--- config.mk ---
export PLATFORM = sky130hd
export DESIGN_NAME = seven_seg_scanner
export DESIGN_NICKNAME = d
export VERILOG_FILES = /design/src/rtl/seven_seg_pkg.sv /design/src/rtl/seg7_decode.sv /design/src/rtl/seven_seg_scanner.sv
export SDC_FILE = /design/constraint.sdc
export NUM_CORES = 1
export LEC_CHECK = 0
export CORE_ASPECT_RATIO = 0.8
export CORE_MARGIN = 2
export CORE_UTILIZATION = 45
export DETAILED_ROUTE_END_ITERATION = 12
export GPL_ROUTABILITY_DRIVEN = 0
export HOLD_SLACK_MARGIN = 0.02
export PLACE_DENSITY = 0.69
export SYNTH_ARGS = -nofsm -noshare
export SYNTH_HDL_FRONTEND = slang
export SYNTH_SLANG_ARGS = --single-unit
--- constraint.sdc ---
create_clock -name CLK -period 1.93 [get_ports CLK]
set_input_delay 0.386 -clock CLK [delete_from_list [all_inputs] [get_ports CLK]]
set_output_delay 0.386 -clock CLK [all_outputs]
set_load 0.02 [all_outputs]
--- src/rtl/seven_seg_pkg.sv ---
`default_nettype none
// ============================================================================
//  Module      : seven_seg_pkg
//  Description : Shared types and constants for the seven-segment scanner:
//                scan state enum, active-low hex glyphs (SEG[0]=a..SEG[6]=g),
//                and the all-off patterns for segments and anodes.
//  Ports       : none (package)
//  Revision    : 1.0 - initial release
// ============================================================================
package seven_seg_pkg;

  typedef enum logic [0:0] {
    BLANK = 1'b0,
    DRIVE = 1'b1
  } state_e;

  // Active-low glyphs, bit order {g,f,e,d,c,b,a}
  localparam logic [6:0] GLYPH_0 = 7'b1000000;
  localparam logic [6:0] GLYPH_1 = 7'b1111001;
  localparam logic [6:0] GLYPH_2 = 7'b0100100;
  localparam logic [6:0] GLYPH_3 = 7'b0110000;
  localparam logic [6:0] GLYPH_4 = 7'b0011001;
  localparam logic [6:0] GLYPH_5 = 7'b0010010;
  localparam logic [6:0] GLYPH_6 = 7'b0000010;
  localparam logic [6:0] GLYPH_7 = 7'b1111000;
  localparam logic [6:0] GLYPH_8 = 7'b0000000;
  localparam logic [6:0] GLYPH_9 = 7'b0010000;
  localparam logic [6:0] GLYPH_A = 7'b0001000;
  localparam logic [6:0] GLYPH_B = 7'b0000011;
  localparam logic [6:0] GLYPH_C = 7'b1000110;
  localparam logic [6:0] GLYPH_D = 7'b0100001;
  localparam logic [6:0] GLYPH_E = 7'b0000110;
  localparam logic [6:0] GLYPH_F = 7'b0001110;

  localparam logic [6:0] SEG_OFF = 7'b1111111;
  localparam logic [3:0] AN_OFF  = 4'b1111;

endpackage
`default_nettype wire

--- src/rtl/seg7_decode.sv ---
`default_nettype none
// ============================================================================
//  Module      : seg7_decode
//  Description : Combinational hex digit to active-low seven-segment decoder.
//  Ports       : digit_i [3:0] - hex digit to show
//                seg_o   [6:0] - active-low segments, seg_o[0]=a .. [6]=g
//  Revision    : 1.0 - initial release
// ============================================================================
module seg7_decode
  import seven_seg_pkg::*;
(
  input  logic [3:0] digit_i,
  output logic [6:0] seg_o
);

  always_comb begin
    seg_o = SEG_OFF;
    case (digit_i)
      4'h0: seg_o = GLYPH_0;
      4'h1: seg_o = GLYPH_1;
      4'h2: seg_o = GLYPH_2;
      4'h3: seg_o = GLYPH_3;
      4'h4: seg_o = GLYPH_4;
      4'h5: seg_o = GLYPH_5;
      4'h6: seg_o = GLYPH_6;
      4'h7: seg_o = GLYPH_7;
      4'h8: seg_o = GLYPH_8;
      4'h9: seg_o = GLYPH_9;
      4'hA: seg_o = GLYPH_A;
      4'hB: seg_o = GLYPH_B;
      4'hC: seg_o = GLYPH_C;
      4'hD: seg_o = GLYPH_D;
      4'hE: seg_o = GLYPH_E;
      4'hF: seg_o = GLYPH_F;
      default: seg_o = SEG_OFF;
    endcase
  end

endmodule
`default_nettype wire

--- src/rtl/seven_seg_scanner.sv ---
`default_nettype none
// ============================================================================
//  Module      : seven_seg_scanner
//  Description : Four-digit time-multiplexed seven-segment driver. Digits are
//                captured into a hold register on LOAD, copied into the
//                active register at every slot start (tear-free), and scanned
//                one anode per slot with a blank interval at slot start.
//  Ports       : CLK, RESET (sync, active-high)
//                LOAD, DIG0..DIG3 [3:0], DP_IN [3:0]   - digit capture
//                AN [3:0], SEG [6:0], DP_N             - active-low pins
//                SLOT_START                            - slot boundary pulse
//  Options     : define LEADING_ZERO_BLANK_EN to suppress leading zeros
//  Revision    : 1.0 - initial release
// ============================================================================
module seven_seg_scanner
  import seven_seg_pkg::*;
#(
  parameter int SCAN_DIV     = 50000,
  parameter int BLANK_CYCLES = 16
) (
  input  logic       CLK,
  input  logic       RESET,
  input  logic       LOAD,
  input  logic [3:0] DIG0,
  input  logic [3:0] DIG1,
  input  logic [3:0] DIG2,
  input  logic [3:0] DIG3,
  input  logic [3:0] DP_IN,
  output logic [3:0] AN,
  output logic [6:0] SEG,
  output logic       DP_N,
  output logic       SLOT_START
);

  localparam int             PW         = $clog2(SCAN_DIV);
  localparam logic [PW-1:0]  PRE_LAST   = PW'(SCAN_DIV - 1);
  localparam logic [PW-1:0]  BLANK_LAST = PW'(BLANK_CYCLES - 1);

  logic [15:0]   hold_dig_q, active_dig_q;
  logic [3:0]    hold_dp_q,  active_dp_q;
  logic [PW-1:0] pre_q, pre_d;
  logic [1:0]    idx_q;
  state_e        state_q;

  logic [3:0]    an_q;
  logic [6:0]    seg_q;
  logic          dpn_q;
  logic          slot_start_q;

  logic [3:0]    digit_sel;
  logic [6:0]    seg_dec;
  logic          lz_blank;

  assign pre_d     = (pre_q == PRE_LAST) ? '0 : pre_q + 1'b1;
  assign digit_sel = active_dig_q[{idx_q, 2'b00} +: 4];

  seg7_decode u_decode (
    .digit_i (digit_sel),
    .seg_o   (seg_dec)
  );

`ifdef LEADING_ZERO_BLANK_EN
  // A digit is a leading zero when it and all higher digits are zero and it
  // carries no decimal point; digit 0 is never suppressed.
  always_comb begin
    lz_blank = 1'b0;
    case (idx_q)
      2'd3: lz_blank = (active_dig_q[15:12] == 4'h0) && !active_dp_q[3];
      2'd2: lz_blank = (active_dig_q[15:8]  == 8'h0) && !active_dp_q[2];
      2'd1: lz_blank = (active_dig_q[15:4]  == 12'h0) && !active_dp_q[1];
      default: lz_blank = 1'b0;
    endcase
  end
`else
  assign lz_blank = 1'b0;
`endif

  always_ff @(posedge CLK) begin
    if (RESET) begin
      hold_dig_q   <= '0;
      hold_dp_q    <= '0;
      active_dig_q <= '0;
      active_dp_q  <= '0;
      pre_q        <= '0;
      idx_q        <= '0;
      state_q      <= BLANK;
      an_q         <= AN_OFF;
      seg_q        <= SEG_OFF;
      dpn_q        <= 1'b1;
      slot_start_q <= 1'b0;
    end else begin
      pre_q <= pre_d;
      if (LOAD) begin
        hold_dig_q <= {DIG3, DIG2, DIG1, DIG0};
        hold_dp_q  <= DP_IN;
      end
      // Transfer samples the pre-edge hold, so a coincident LOAD lands next slot.
      if (pre_q == '0) begin
        active_dig_q <= hold_dig_q;
        active_dp_q  <= hold_dp_q;
      end
      slot_start_q <= (pre_q == '0);

      case (state_q)
        BLANK: begin
          an_q  <= AN_OFF;
          seg_q <= SEG_OFF;
          dpn_q <= 1'b1;
          if (pre_q == BLANK_LAST) state_q <= DRIVE;
        end
        DRIVE: begin
          if (lz_blank) begin
            an_q  <= AN_OFF;
            seg_q <= SEG_OFF;
            dpn_q <= 1'b1;
          end else begin
            an_q  <= ~(4'b0001 << idx_q);
            seg_q <= seg_dec;
            dpn_q <= ~active_dp_q[idx_q];
          end
          if (pre_q == PRE_LAST) begin
            state_q <= BLANK;
            idx_q   <= idx_q + 2'd1;
          end
        end
        default: state_q <= BLANK;
      endcase
    end
  end

  assign AN         = an_q;
  assign SEG        = seg_q;
  assign DP_N       = dpn_q;
  assign SLOT_START = slot_start_q;

endmodule
`default_nettype wire

==> impl_metrics.py <==
metrics = {
    "placement": {
        "io_buffer_count": 35,
        "hpwl_um": 4240,
        "placed_area_mm2": 0.00357,
    },
    "synth": {
        "synthFlopType": "dfxtp_1",
        "synth_area_leader_cell": "dfxtp_1",
        "yosys.cell_types.count": 34,
        "ys_seq_elements": 72,
        "synth_edf_count": 0,
        "seq_area_frac_synth_pct": 47.4,
        "synth_cells": 323,
        "syn-num-nets": 358,
        "async_reset_ff_share_pct": 0,
        "synth_common_cells": "dfxtp_1 (72), nor2_1 (41), nand3_1 (28)",
        "synth_top_area_share_pct": 47.4,
        "syn_area_mm2": 0.00304,
        "ys_top_cells_by_area": "dfxtp_1 (47%), mux2i_1 (7.2%), nor2_1 (5.1%), ha_1 (4.9%), nand3_1 (4.6%)",
        "yosysMostFrequentCell": "dfxtp_1",
        "yosysWarnings": 0,
        "syn_area_per_cell_um2": 9.41,
    },
    "timing": {
        "hold_violations": 0,
        "worst_pin_slew_ps": 575,
        "setup_viol": 0,
        "period_minus_slack_ps": 1900,
        "fmax_mhz": 526,
        "skew_ps": 11.5,
        "drv_slew": 0,
        "rsz0062_at_grt": "true",
        "finalSetupTns_ps": 0,
        "min_period_over_period_pct": 98.4,
        "max-slew-margin-rel_pct": 61.6,
        "holdWs_ps": 473,
    },
    "drt": {
        "drc": 0,
        "drtAntennaViolNets": 0,
        "wl_per_cell_um": 13.2,
        "firstDrtPassIters": 4,
        "routed_wl_um": 6070,
        "dr_total_vias": 2382,
        "drtIter0Drc": 46,
        "viasPerCell": 5.19,
    },
    "power": {
        "peakVddDrop_mv": 0.480,
        "clkPwrFrac_pct": 42.0,
        "p_int_uw": 2450,
        "p_sw_uw": 744,
        "p_comb_share_pct": 9.1,
        "p_seq_share_pct": 49.0,
        "leakage_uw": 0.00148,
        "power_switching_share_pct": 23.3,
        "power.density_mw_per_mm2": 831,
    },
    "setup_path": {
        "required_ps": 2180,
        "crit_type": "flip-flop to flip-flop",
        "crit_fanout": 4,
        "endpoint_kind": "flip-flop",
        "critPathArrivalTime_ps": 2150,
        "setup.worst_path.start_class": "flip-flop",
    },
    "cells_and_area": {
        "syn_to_final_growth_pct": 26.6,
        "fin_nets": 405,
        "regArea_mm2": 0.00145,
        "multiInputGateArea_mm2": 0.00149,
        "layout-drive-gt1-share_pct": 14.4,
        "final_util_pct": 59.4,
        "num_antenna_cells": 0,
        "fill_cells": 564,
        "design_area_mm2": 0.00385,
    },
    "die": {
        "fp.dieArea_mm2": 0.00743,
        "row_count": 26,
        "start_util_pct": 46.9,
        "io-pin-count": 36,
        "die_w_um": 95.9,
        "core_area_mm2": 0.00647,
        "die_y_um": 77.5,
    },
    "global_routing": {
        "grt_max_degree": 32,
        "antenna_found_initial": 0,
        "grt_usage_pct": 18.3,
        "overflow": 0,
        "grt_pass1_wl_um": 10400,
        "grt_pass1_vias": 2231,
    },
    "clock_tree": {
        "cts_buffers": 9,
        "clkTransAtPathRegs_ps": 80,
        "clk_latency_ps": 350,
        "cts.path.max_buffers": 2,
        "cts.hold.buffers_added": 0,
        "clock-root-buffer": "clkbuf_8",
        "tritoncts": "built",
        "htreeDepth": 3,
        "cts.sinks": 72,
    },
    "status": {
        "status": "completed",
    },
    "flow_run": {
        "cap_violations": 0,
    },
    "hold_path": {
        "min_path_type": "flip-flop to flip-flop",
    },
}
[placed cells by master (no fill, tap or decap), types with 3 or more instances in the layout]
cell type,count
o21ai_0,26
ha_1,10
xor2_1,10
nand2b_1,4
and3_1,3
nand4_1,5
clkdlybuf4s50_1,35
mux4_2,6
inv_1,6
nand2_1,12
clkbuf_8,10
nor2_1,41
nand3_1,28
a21oi_1,26
dfxtp_1,71
buf_4,20
mux2i_1,22
[state kept, by name (all words and copies together), names as in the netlist]
signal and cells:
active_dig_q 16, hold_dig_q 16, pre_q 16, SEG 7, AN 4, active_dp_q 4, hold_dp_q 4, idx_q 2
DP_N 1, SLOT_START 1, state_q 1
[logic make-up after synthesis]
| logic type | Yosys count | synth area share [%] |
|---|---|---|
| AOI/OAI and AO/OA | 60 | 10.5 |
| xor gates and xnor gates | 12 | 3.46 |
| adders and majority gates | 12 | 4.94 |
| buffers and inverters | 30 | 4.20 |
| DFF | 72 | 47.4 |
| muxes | 29 | 12.1 |
| and+or+nand+nor | 108 | 17.3 |
[path summary, 6_finish.rpt]
kind	startpoint	end	slack [ps]	depth (start not counted)
hold reg to reg	hold_dig_q[7]	active_dig_q[7]	470	2
setup / recovery	idx_q[0]	SEG[3]	30	6
setup reg to reg	idx_q[0]	SEG[3]	30	6
hold / removal	hold_dig_q[7]	active_dig_q[7]	470	2
[power groups by stage]
stage          registers, uW  clock network [uW]  logic, uW
2_1_floorplan           1590                   0        174
3_3_place_gp            1600                   0        275
3_5_place_dp            1600                   0        281
4_1_cts                 1570                1380        286
5_1_grt                 1570                1440        320
6_report                1560                1340        290
[repair_timing]
action	CTS	global route
pin swaps	0	1
buffers inserted	2	2
resized for setup	2	2
setup endpoints to repair	1	2
[critical path, cell delays in order, from the launching register on]
cell and delay, ps:
dfxtp_4 370, mux4_2 580, inv_4 110, ha_4 130, inv_2 30, mux4_2 430, nand2b_4 140
[per-layer routing]
layer  global-route usage (%)  vias up  part of all wire, %
li1                         -     1216                    -
met5                        0        -                    0
met1                     24.7     1110                   50
met3                     5.83        8                  4.1
met4                     7.43        0                  1.7
met2                     27.0       48                   44
[stage by stage]
step                      instances  worst slack (ps)  power [uW]
after global routing            459             -15.2        3340
after floorplan                 323             -51.8        1770
after global placement          439              25.5        1870
after CTS                       457              5.66        3230
after detailed placement        439             -19.9        1880
final                           459              30.6        3200
[area by class of cell]
cell class | count | area share, %
timing repair buffer | 57 | 14.1
sequential | 72 | 37.6
tap | 84 | 2.73
inverter | 9 | 0.943
clock inverter | 6 | 2.34
clock buffer | 10 | 3.58
multi-input combinational | 221 | 38.8
(Power assumes the default switching activity.)
